`src/rtl/trig_coax_pkg.sv`:
```
// Shared types and constants for the coax trigger link, used by both the
// front-end transmitter and the receiver-side code.
package trig_coax_pkg;

  typedef enum logic [1:0] {
    ST_RUN,
    ST_GUARD,
    ST_SYNC,
    ST_DONE
  } state_t;

  localparam int FRAME_LEN       = 4;
  localparam int SLOT_PHASE      = 0;
  localparam int DEF_GUARD_TICKS = 210;
  localparam int DEF_NPULSE      = 54;

endpackage

```
`src/rtl/sync_2ff.sv`:
```
// Two-flop synchronizer for one asynchronous level, synchronous reset to 0.
module sync_2ff (
  input  logic i_clk,
  input  logic i_reset,
  input  logic i_d,
  output logic o_q
);

  logic r_meta;
  logic r_q;

  always_ff @(posedge i_clk) begin
    if (i_reset) begin
      r_meta <= 1'b0;
      r_q    <= 1'b0;
    end else begin
      r_meta <= i_d;
      r_q    <= r_meta;
    end
  end

  assign o_q = r_q;

endmodule

```
`src/rtl/trig_coax_tx.sv`:
```
// Coax trigger-link transmitter: slot-aligned trigger pulses in RUN, a muted
// guard period and a phase-aligned sync burst during the calibration window.
// Define TRIG_COAX_TX_COUNT_EN to add the tx_count / drop_count statistics.
module trig_coax_tx
  import trig_coax_pkg::*;
#(
  parameter int NCH         = 4,
  parameter int GUARD_TICKS = DEF_GUARD_TICKS,
  parameter int NPULSE      = DEF_NPULSE
) (
  input  logic             i_clk_adc,
  input  logic             i_reset,
  input  logic [NCH-1:0]   i_trig_in,
  input  logic             i_sync_window,
  output logic [NCH-1:0]   o_coax_out,
  output logic             o_tx_muted,
  output logic             o_sync_sent
`ifdef TRIG_COAX_TX_COUNT_EN
  ,
  output logic [NCH*16-1:0] o_tx_count,
  output logic [15:0]       o_drop_count
`endif
);

  localparam int GW = $clog2(GUARD_TICKS + 1);
  localparam int FW = $clog2(FRAME_LEN);

  state_t         r_state;
  state_t         w_state_next;
  logic [FW-1:0]  r_frame;
  logic [NCH-1:0] r_pending;
  logic [NCH-1:0] w_pending_next;
  logic [NCH-1:0] r_coax;
  logic [NCH-1:0] w_coax_next;
  logic [GW-1:0]  r_guard_cnt;
  logic [GW-1:0]  w_guard_next;
  logic [6:0]     r_pulse_cnt;
  logic [6:0]     w_pulse_next;
  logic           r_sync_sent;
  logic           w_sync_sent_next;
  logic           w_win_sync;
  logic           r_win_prev;
  logic           w_win_rise;
  logic           w_win_fall;
  logic           w_slot;

  sync_2ff u_sync_win (
    .i_clk   (i_clk_adc),
    .i_reset (i_reset),
    .i_d     (i_sync_window),
    .o_q     (w_win_sync)
  );

  assign w_win_rise = w_win_sync & ~r_win_prev;
  assign w_win_fall = ~w_win_sync & r_win_prev;
  assign w_slot     = (r_frame == FW'(SLOT_PHASE));

  always_ff @(posedge i_clk_adc) begin
    if (i_reset) r_state <= ST_RUN;
    else         r_state <= w_state_next;
  end

  // Every emission is decided here and registered below, so coax_out lags the slot by one cycle.
  always_comb begin
    w_state_next     = r_state;
    w_pending_next   = r_pending;
    w_coax_next      = '0;
    w_guard_next     = r_guard_cnt;
    w_pulse_next     = r_pulse_cnt;
    w_sync_sent_next = 1'b0;
    case (r_state)
      ST_RUN: begin
        if (w_slot) begin
          w_coax_next    = r_pending | i_trig_in;
          w_pending_next = '0;
        end else begin
          w_pending_next = r_pending | i_trig_in;
        end
        if (w_win_rise) begin
          w_state_next   = ST_GUARD;
          w_pending_next = '0;
          w_guard_next   = '0;
        end
      end
      ST_GUARD: begin
        w_pending_next = '0;
        if (w_win_fall) begin
          w_state_next = ST_RUN;
          w_guard_next = '0;
        end else if (r_guard_cnt == GW'(GUARD_TICKS - 1)) begin
          w_state_next = ST_SYNC;
          w_guard_next = '0;
          w_pulse_next = '0;
        end else begin
          w_guard_next = r_guard_cnt + GW'(1);
        end
      end
      ST_SYNC: begin
        w_pending_next = '0;
        if (w_win_fall) begin
          w_state_next = ST_RUN;
          w_pulse_next = '0;
        end else if (w_slot) begin
          w_coax_next  = '1;
          w_pulse_next = r_pulse_cnt + 7'd1;
          if (w_pulse_next == 7'(NPULSE)) begin
            w_state_next     = ST_DONE;
            w_sync_sent_next = 1'b1;
            w_pulse_next     = '0;
          end
        end
      end
      ST_DONE: begin
        w_pending_next = '0;
        if (w_win_fall) w_state_next = ST_RUN;
      end
      default: w_state_next = ST_RUN;
    endcase
  end

  always_ff @(posedge i_clk_adc) begin
    if (i_reset) begin
      r_frame     <= '0;
      r_pending   <= '0;
      r_coax      <= '0;
      r_guard_cnt <= '0;
      r_pulse_cnt <= '0;
      r_sync_sent <= 1'b0;
      r_win_prev  <= 1'b0;
    end else begin
      r_frame     <= r_frame + FW'(1);
      r_pending   <= w_pending_next;
      r_coax      <= w_coax_next;
      r_guard_cnt <= w_guard_next;
      r_pulse_cnt <= w_pulse_next;
      r_sync_sent <= w_sync_sent_next;
      r_win_prev  <= w_win_sync;
    end
  end

  assign o_coax_out  = r_coax;
  assign o_sync_sent = r_sync_sent;
  assign o_tx_muted  = (r_state != ST_RUN);

`ifdef TRIG_COAX_TX_COUNT_EN
  logic [NCH-1:0][15:0] r_tx_count;
  logic [15:0]          r_drop_count;

  // Only RUN-state trigger pulses count; sync pulses are excluded by the state test.
  always_ff @(posedge i_clk_adc) begin
    if (i_reset) begin
      r_tx_count   <= '0;
      r_drop_count <= '0;
    end else begin
      for (int c = 0; c < NCH; c++) begin
        if (r_state == ST_RUN && w_coax_next[c] && r_tx_count[c] != 16'hFFFF)
          r_tx_count[c] <= r_tx_count[c] + 16'd1;
      end
      if (r_state != ST_RUN && (|i_trig_in) && r_drop_count != 16'hFFFF)
        r_drop_count <= r_drop_count + 16'd1;
    end
  end

  assign o_tx_count   = r_tx_count;
  assign o_drop_count = r_drop_count;
`endif

endmodule

```
`config.mk`:
```
export PLATFORM = sky130hd
export DESIGN_NAME = trig_coax_tx
export DESIGN_NICKNAME = d
export VERILOG_FILES = /design/src/rtl/trig_coax_pkg.sv /design/src/rtl/sync_2ff.sv /design/src/rtl/trig_coax_tx.sv
export SDC_FILE = /design/constraint.sdc
export NUM_CORES = 1
export LEC_CHECK = 0
export BUFFER_PORTS_ARGS = -buffer_cell sky130_fd_sc_hd__buf_4
export CORE_UTILIZATION = 50
export DETAILED_ROUTE_END_ITERATION = 10
export PLACE_DENSITY = 0.69
export SLEW_MARGIN = 20
export SYNTH_ARGS = -nofsm -noshare
export SYNTH_HDL_FRONTEND = slang
export SYNTH_HIERARCHICAL = 1
export SYNTH_SLANG_ARGS = --single-unit
export TNS_END_PERCENT = 30
```
`constraint.sdc`:
```
create_clock -name i_clk_adc -period 4 [get_ports i_clk_adc]
set_input_delay 0.6 -clock i_clk_adc [delete_from_list [all_inputs] [get_ports i_clk_adc]]
set_output_delay 0.6 -clock i_clk_adc [all_outputs]
set_load 0.05 [all_outputs]
```
==> Word-level counts from Yosys, hierarchy flattened <==
Index checks and enable logic that the tools add are counted.
{ "totals": {"reg_bits": 31, "out_inout_bits": 6} }
{ "classes": {"add_sub_neg": 3, "eq_ne": 12, "mux": 26, "bitwise_logic": 7, "n_reduce_logical": 10} }
{ "ops": {"columns": ["cell", "count"], "rows": [
  ["$mux 7", 5],
  ["$mux 8", 3],
  ["$mux 4", 5],
  ["$pmux 4 s2", 2],
  ["$pmux 8 s2", 1],
  ["$mux 2", 7],
  ["$pmux 7 s2", 1],
  ["$ne 3x3->1 const B", 3],
  ["$add 8x1->8 const B", 1],
  ["$eq 8x8->1 const B", 1],
  ["$ne 2x2->1 const B", 4],
  ["$pmux 2 s4", 1],
  ["$add 7x1->7 const B", 1],
  ["$eq 7x6->1 const B", 1],
  ["$reduce_bool 2->1", 3],
  ["$reduce_and 5->1", 1],
  ["$eq 2x2->1 const B", 2],
  ["$logic_not 2->1", 2],
  ["$not 1->1", 4],
  ["$or 4x4->4", 1],
  ["$reduce_and 4->1", 1],
  ["$reduce_or 4->1", 1],
  ["$reduce_or 3->1", 1],
  ["$add 2x1->2 const B", 1],
  ["4 further kinds", 5]
]} }

==> Depth between registers and ports, before layout <==
Gate-level depths: netlist of run 1.
{ "logic_depth": {"word_depth": 6, "ltp_mapped": 8} }

==> Modules after synthesis <==
The synthesis of run 1 kept the hierarchy.
{ "by_module_without_submodules": {"columns": ["mod", "n_inst", "cells_per_inst", "area_per_inst_um2", "seq_area_each_um2"], "rows": [
  ["trig_coax_tx", 1, 167, 1390.1, 580.6],
  ["sync_2ff", 1, 4, 52.6, 40.0]
]} }

==> Worst setup path after synthesis of run 1 <==
Ideal clock, no wire load.
{ "synth_path": {"path_type": "register to register", "from": "register r_frame[0]", "to": "register r_pulse_cnt[3]", "setup_ns": 0.071, "t_arrival_ns": 1.637, "required_time_ns": 3.929, "setup_slack_ns": 2.292, "stages_incl_launch_ff": 8, "n_path_buf": 1, "period_less_slack_ns": 1.708, "cell_sequence": "dfxtp_1 > inv_1 > ha_1 > inv_1 > or3_1 > buf_2 > or4_1 > a21oi_1"} }
{ "synth_between": {"elab_chain_len": 3} }
{ "synth_lines": {"columns": ["item", "line", "text"], "rows": [
  ["start, declared", "trig_coax_tx.sv:30", "logic [FW-1:0] r_frame;"],
  ["start signal, assigned", "trig_coax_tx.sv:131", "r_frame <= r_frame + FW'(1);"],
  ["$logic_not 2->1", "trig_coax_tx.sv:56", "assign w_slot = (r_frame == FW'(SLOT_PHASE));"],
  ["$ne 3x3->1 (no source line)", null, null],
  ["$reduce_and 4->1 (no source line)", null, null],
  ["end signal, assigned", "trig_coax_tx.sv:135", "r_pulse_cnt <= w_pulse_next;"],
  ["end, declared", "trig_coax_tx.sv:37", "logic [6:0] r_pulse_cnt;"]
]} }
No other way between the ends.
A chain may end at the register's enable or synchronous reset.

==> Worst setup path in the final report of run 1 <==
{ "layout_path": {"from": "register r_guard_cnt[0]", "to": "register r_pulse_cnt[0]"} }
{ "layout_between": {"elab_chain_len": 3} }
{ "layout_lines": {"columns": ["item", "line", "text"], "rows": [
  ["start, declared", "trig_coax_tx.sv:35", "logic [GW-1:0] r_guard_cnt;"],
  ["start signal, assigned", "trig_coax_tx.sv:134", "r_guard_cnt <= w_guard_next;"],
  ["$eq 8x8->1", "trig_coax_tx.sv:90", "end else if (r_guard_cnt == GW'(GUARD_TICKS - 1)) begin"],
  ["$ne 2x2->1 (no source line)", null, null],
  ["$reduce_and 4->1 (no source line)", null, null]
]} }
No other way between the ends.

==> flow_summary.ini, run 1 <==
[outcome]
status = finished clean

[drt]
initialDrtViolationCount = 42
drc_errors = 0
firstDrtPassIters = 4
vias = 1223
drtAntennaViolNets = 0
post_drt_wl_per_cell_microns = 12.91
drt_wl_total_mm = 2.815
via_per_inst = 5.610

[timing]
tightestPinTransition_ns = 0.6458
worst_slack_ns = 2.053
timing.hold.ws_ns = 0.4371
period_minus_slack_ns = 1.947
fin_crit_sh_pct = 48.68
rsz0062_at_grt = false
clock_skew_ns = 0.01141
slew_headroom_pct = 56.95
slew_violations = 0
setup_violations = 0
clock.fmax_mhz = 513.5
fin_tns_setup_ns = 0
finalHoldViolCount = 0

[clock_network]
cts_buffers = 5
cts_setup_buffers = 0
clkTransAtPathRegs_ns = 0.10
clock_sinks = 31
clock_path_buffers = 2
htree_levels = 2
ctsRootBufferMaster = clkbuf_4
tritoncts = built
postCtsHoldBufs = 0
clk_latency_ns = 0.33
postCtsResizedCells = 0

[worst_setup_path]
required_ns = 4.26
worstSetupPathType = flip-flop to flip-flop
setup.worst_path.end_class = flip-flop
critical_path.startpoint_type = flip-flop
cp_max_fo = 5
arrival_ns = 2.21

[die]
fp-row-count = 19
die_y_microns = 55.72
design.core.area_sq_um = 2734
start_util_pct = 52.77
die_w_microns = 55.72
die_area_sq_um = 3104
pin_count = 13

[logic_synthesis]
ys_types = 44
yosys_most_used_dff = dfxtp_1
netlist_instances = 171
synth_area_leaders = dfxtp_1 43%, nor2_1 7.0%, ha_1 4.3%
synth_edf_count = 0
synth-async-reset-ratio_pct = 0
ys_seq_area_share_pct = 43.02
synthAdderAreaFrac_pct = 4.337
yosys.area_share.simple_pct = 26.37
synth_top_family_by_area = simple AND/OR/NAND/NOR gates
syn-cell-area_sq_um = 1443
syn-num-nets = 183
synth_top_area_share_pct = 43.02
ys_warn_count = 6
synth_xor_xnor_area_share_pct = 4.857
yosysTopAreaCell = dfxtp_1
synth-seq-cells = 31
synthMuxAreaShare_pct = 0.6938
postSynthAreaPerCell_sq_um = 8.436
synth-compound-area-share_pct = 16.65

[global_route]
first_global_vias = 1080
grt_busiest_layer = met2
antenna_found_initial = 0
use_met3_pct = 5.116
grt.total_usage_pct = 19.18
grt_start_max_net_pins = 17
met1_usage_pct = 25.00
grt_pass1_wl_mm = 4.623
met2_usage_pct = 28.74
gr-total-overflow = 0

[placed_design]
dp.cells = 210
hpwl_mm = 2.055
place_congestion = 0.8164
portBuffers = 12
place_area_sq_um = 1550
dp_slack_ns = 2.069

[finish]
post-route-util_pct = 59.86
final_layout_size_suffix_gt1_share_pct = 12.83
area_growth_pct = 13.44
stdcell_count = 218
fin_area_sq_um = 1637
layout_common_cells = 31 x dfxtp_1, 27 x nor2_1, 12 x nand2_1, 12 x buf_4, 11 x a21oi_1
nets = 198
num_antenna_cells = 0
layout_commonest_cell = dfxtp_1

[pwr]
ir_drop_uv = 306.4
cellLeakagePower_nw = 0.6256
finalPower_uw = 743.3
power_density_nw_per_um2 = 454.2

[job]
maxCapViolCount = 0

[hold_path]
min_path_type = flip-flop to flip-flop
## critical path, cell delays in order (launching register included)
cell	delay, ns
dfxtp_1	0.44
ha_1	0.17
nor4bb_1	0.35
and4b_1	0.30
a21oi_1	0.15
or3_1	0.34
o22ai_1	0.15
## report_power, final
part | switching (mW) | leakage (nW) | internal (mW) | total [mW]
Combinational | 0.0896 | 0.325 | 0.0512 | 0.141
Sequential | 0.0175 | 0.252 | 0.330 | 0.348
Clock | 0.107 | 0.0482 | 0.148 | 0.255
## cell families after synthesis
logic type / count (synthesis)
DFF: 31
muxes: 1
and+or+nand+nor: 76
buffers and inverters: 14
adders and majority gates: 5
xor gates and xnor gates: 8
AOI/OAI and AO/OA: 36
## metal layers
metal / vias up / wire length [microns] / share of wire [%]
met1: 553 / 1372 / 49
met4: 0 / 64 / 2.3
met5: - / 0 / 0
met2: 33 / 1234 / 44
li1: 627 / - / -
met3: 10 / 143 / 5.1
## worst paths after layout
check,start,endpoint,slack [ns],cells after the start
setup / recovery,r_guard_cnt[0]$_SDFFE_PP0P_,r_pulse_cnt[0]$_SDFFE_PP0P_,2.05,6
hold reg to reg,r_frame[0]$_SDFF_PP0_,r_frame[0]$_SDFF_PP0_,0.44,1
hold / removal,r_frame[0]$_SDFF_PP0_,r_frame[0]$_SDFF_PP0_,0.44,1
setup reg to reg,r_guard_cnt[0]$_SDFFE_PP0P_,r_pulse_cnt[0]$_SDFFE_PP0P_,2.05,6
## registers in the layout, indices dropped and copies added, names as in the netlist
name,count
r_guard_cnt,8
r_pulse_cnt,7
o_coax_out,4
r_pending,4
r_frame,2
r_state,2
o_sync_sent,1
r_win_prev,1
u_sync_win/o_q,1
u_sync_win/r_meta,1
## layout make-up
type	count	area (sq um)
clock buffers	6	51.30
inverters	10	37.54
fillers	253	1097
clock inverters	2	35.03
well taps	31	38.79
multi-input cells	126	763.2
flip-flops and latches	31	620.6
repair buffers	12	90.09
## cell usage after synthesis, drive strengths merged, types with 3 or more instances
| cell type | n |
|---|---|
| o21ai | 8 |
| ha | 5 |
| nand2 | 12 |
| dfxtp | 31 |
| nor2b | 8 |
| nor3 | 5 |
| inv | 10 |
| or3 | 3 |
| nand3 | 6 |
| nand2b | 3 |
| xnor2 | 6 |
| a21oi | 11 |
| buf | 3 |
| nor2 | 27 |
Note: power is estimated with default switching activity, not from simulation.
==> inputs of run 2 (changes only) <==
- PLACE_DENSITY: 0.69 -> 0.72
- clock period: 4 -> 1.7 ns (I/O delays scaled with it)
==> run 2 against run 1 <==
Against the previous run:
- routed wire length grew 7.1%
- count of clock-buffer cells in the layout increased by 1
- the run now ends with negative setup slack left
- first-iteration DRC count rose by 29%
- utilization is 5.7 points higher
==> flow_summary.ini, run 2 (synthesis results as in run 1) <==
[placed_design]
place_congestion = 0.8503
place_area_sq_um = 1635
portBuffers = 12
hpwl_mm = 2.099
dp.cells = 221

[pwr]
intPower_mw = 1.181
switchingPower_uw = 532.1
swShare_pct = 31.05
p_seq_share_pct = 47.1
power_density_nw_per_um2 = 956.4
finalPower_mw = 1.714
p_comb_share_pct = 23.4
ir_drop_uv = 620.7
p_clk_share_pct = 29.4
cellLeakagePower_nw = 0.6839

[timing]
setup_violations = 1
finalHoldViolCount = 0
slew_headroom_pct = 75.17
fin_tns_setup_ns = -0.01004
clock_skew_ns = 0.01656
timing.hold.ws_ns = 0.1162
tightestPinTransition_ns = 0.3705
rsz0062_at_grt = true
clock.fmax_mhz = 584.8
slew_violations = 0
fin_crit_sh_pct = 100.6
worst_slack_ns = -0.01004
period_minus_slack_ns = 1.710

[die]
fp-row-count = 19
pin_count = 13
start_util_pct = 52.77
design.core.area_sq_um = 2734
die_area_sq_um = 3104
die_w_microns = 55.72
die_y_microns = 55.72

[worst_setup_path]
regToRegSetupSlack_ns = -0.01
cp_max_fo = 3
r2r_cells = 6
setup.worst_path.start = r_frame[1]$_SDFF_PP0_
regToRegStartpoint = r_frame[1]$_SDFF_PP0_
path_common_cell = inv_1
cp.depth = 6
critical_path.startpoint_type = flip-flop
worstSetupPathType = flip-flop to flip-flop
cp-endpoint = r_pulse_cnt[3]$_SDFFE_PP0P_
arrival_ns = 1.99
path_buf_inv = 2
cpPeakStageDelay_ns = 0.49
r2r-end = r_pulse_cnt[3]$_SDFFE_PP0P_
slowest_stage = or4_1
cp_cell_sequence = inv_1 > ha_2 > inv_1 > or3_1 > or4_1 > a21oi_1
crit_family = simple AND/OR/NAND/NOR gates
required_ns = 1.98
setup.worst_path.end_class = flip-flop

[drt]
vias = 1291
post_drt_wl_per_cell_microns = 13.11
firstDrtPassIters = 4
via_per_inst = 5.613
initialDrtViolationCount = 54
drtAntennaViolNets = 0
drc_errors = 0
drt_wl_total_mm = 3.016

[finish]
largest_reg_flops = 8
layout_commonest_cell = dfxtp_1
nets = 210
regMostFlops = r_guard_cnt
reg.largest.list = r_guard_cnt x8, r_pulse_cnt x7
fin_area_sq_um = 1792
layout_common_cells = 29 x dfxtp_1, 27 x nor2_1, 24 x buf_4, 11 x nand2_1, 10 x a21oi_1
final_layout_size_suffix_gt1_share_pct = 26.63
num-fill-cells = 213
multi_input_area_sq_um = 839.6
stdcell_count = 230
num_antenna_cells = 0
seq_area_sq_um = 623.1
area_growth_pct = 24.20

[clock_network]
ctsRootBufferMaster = clkbuf_4
tritoncts = built
htree_levels = 2
clk_latency_ns = 0.35
clkTransAtPathRegs_ns = 0.11
cts_buffers = 5
clock_path_buffers = 2
clock_sinks = 31

[global_route]
grt_start_max_net_pins = 17
grt_pass1_wl_mm = 4.878
first_global_vias = 1144
grt.total_usage_pct = 20.33
gr-total-overflow = 0
antenna_found_initial = 0

[outcome]
status = complete, but fails checks
violations = negative setup slack

[hold_path]
min_path_type = input port to flip-flop

[job]
maxCapViolCount = 0
==> run 2: through the flow <==
step,util [%],worst slack [ns]
2_1_floorplan,-,0.001036
3_3_place_gp,59.82,0.003115
3_5_place_dp,59.82,-0.03781
4_1_cts,63.20,0.0004894
5_1_grt,65.54,-0.09279
6_report,65.54,-0.01004
==> run 2: area by class of cell <==
type | count | area share (%)
well taps | 31 | 2.165
multi-input cells | 126 | 46.86
clock buffers | 7 | 3.631
repair buffers | 24 | 10.06
clock inverters | 1 | 0.4190
flip-flops and latches | 31 | 34.78
inverters | 10 | 2.095
==> run 2: repair_timing <==
item,in CTS,in global routing
hold buffers,0,0
buffers inserted,0,1
gates resized for setup,4,13
setup endpoints to repair,5,9
cloned,0,0
pin swaps,5,5
==> run 2: layer usage <==
metal | track usage [%] | up-vias | share of wire, %
met5 | 0 | - | 0
li1 | - | 646 | -
met2 | 30.12 | 40 | 47
met3 | 7.209 | 6 | 5.7
met4 | 10.36 | 0 | 1.6
met1 | 26.03 | 599 | 46
==> run 2: power groups by stage <==
stage	Combinational (mW)	Sequential, mW	Clock [mW]
final	0.401	0.808	0.504
after global routing	0.438	0.814	0.550
after CTS	0.386	0.806	0.519
after detailed placement	0.377	0.822	0
after global placement	0.371	0.820	0
after floorplan	0.206	0.870	0
==> run 2: worst min path at each step <==
stage	startpoint	to	slack (ns)	depth (start not counted)
6_report	i_sync_window	u_sync_win/r_meta$_SDFF_PP0_	0.12	2
5_1_grt	i_sync_window	u_sync_win/r_meta$_SDFF_PP0_	0.11	2
4_1_cts	i_sync_window	u_sync_win/r_meta$_SDFF_PP0_	0.10	2
3_5_place_dp	r_frame[0]$_SDFF_PP0_	r_frame[0]$_SDFF_PP0_	0.40	1
3_3_place_gp	r_frame[0]$_SDFF_PP0_	r_frame[0]$_SDFF_PP0_	0.40	1
2_1_floorplan	i_reset	u_sync_win/o_q$_SDFF_PP0_	0.33	1
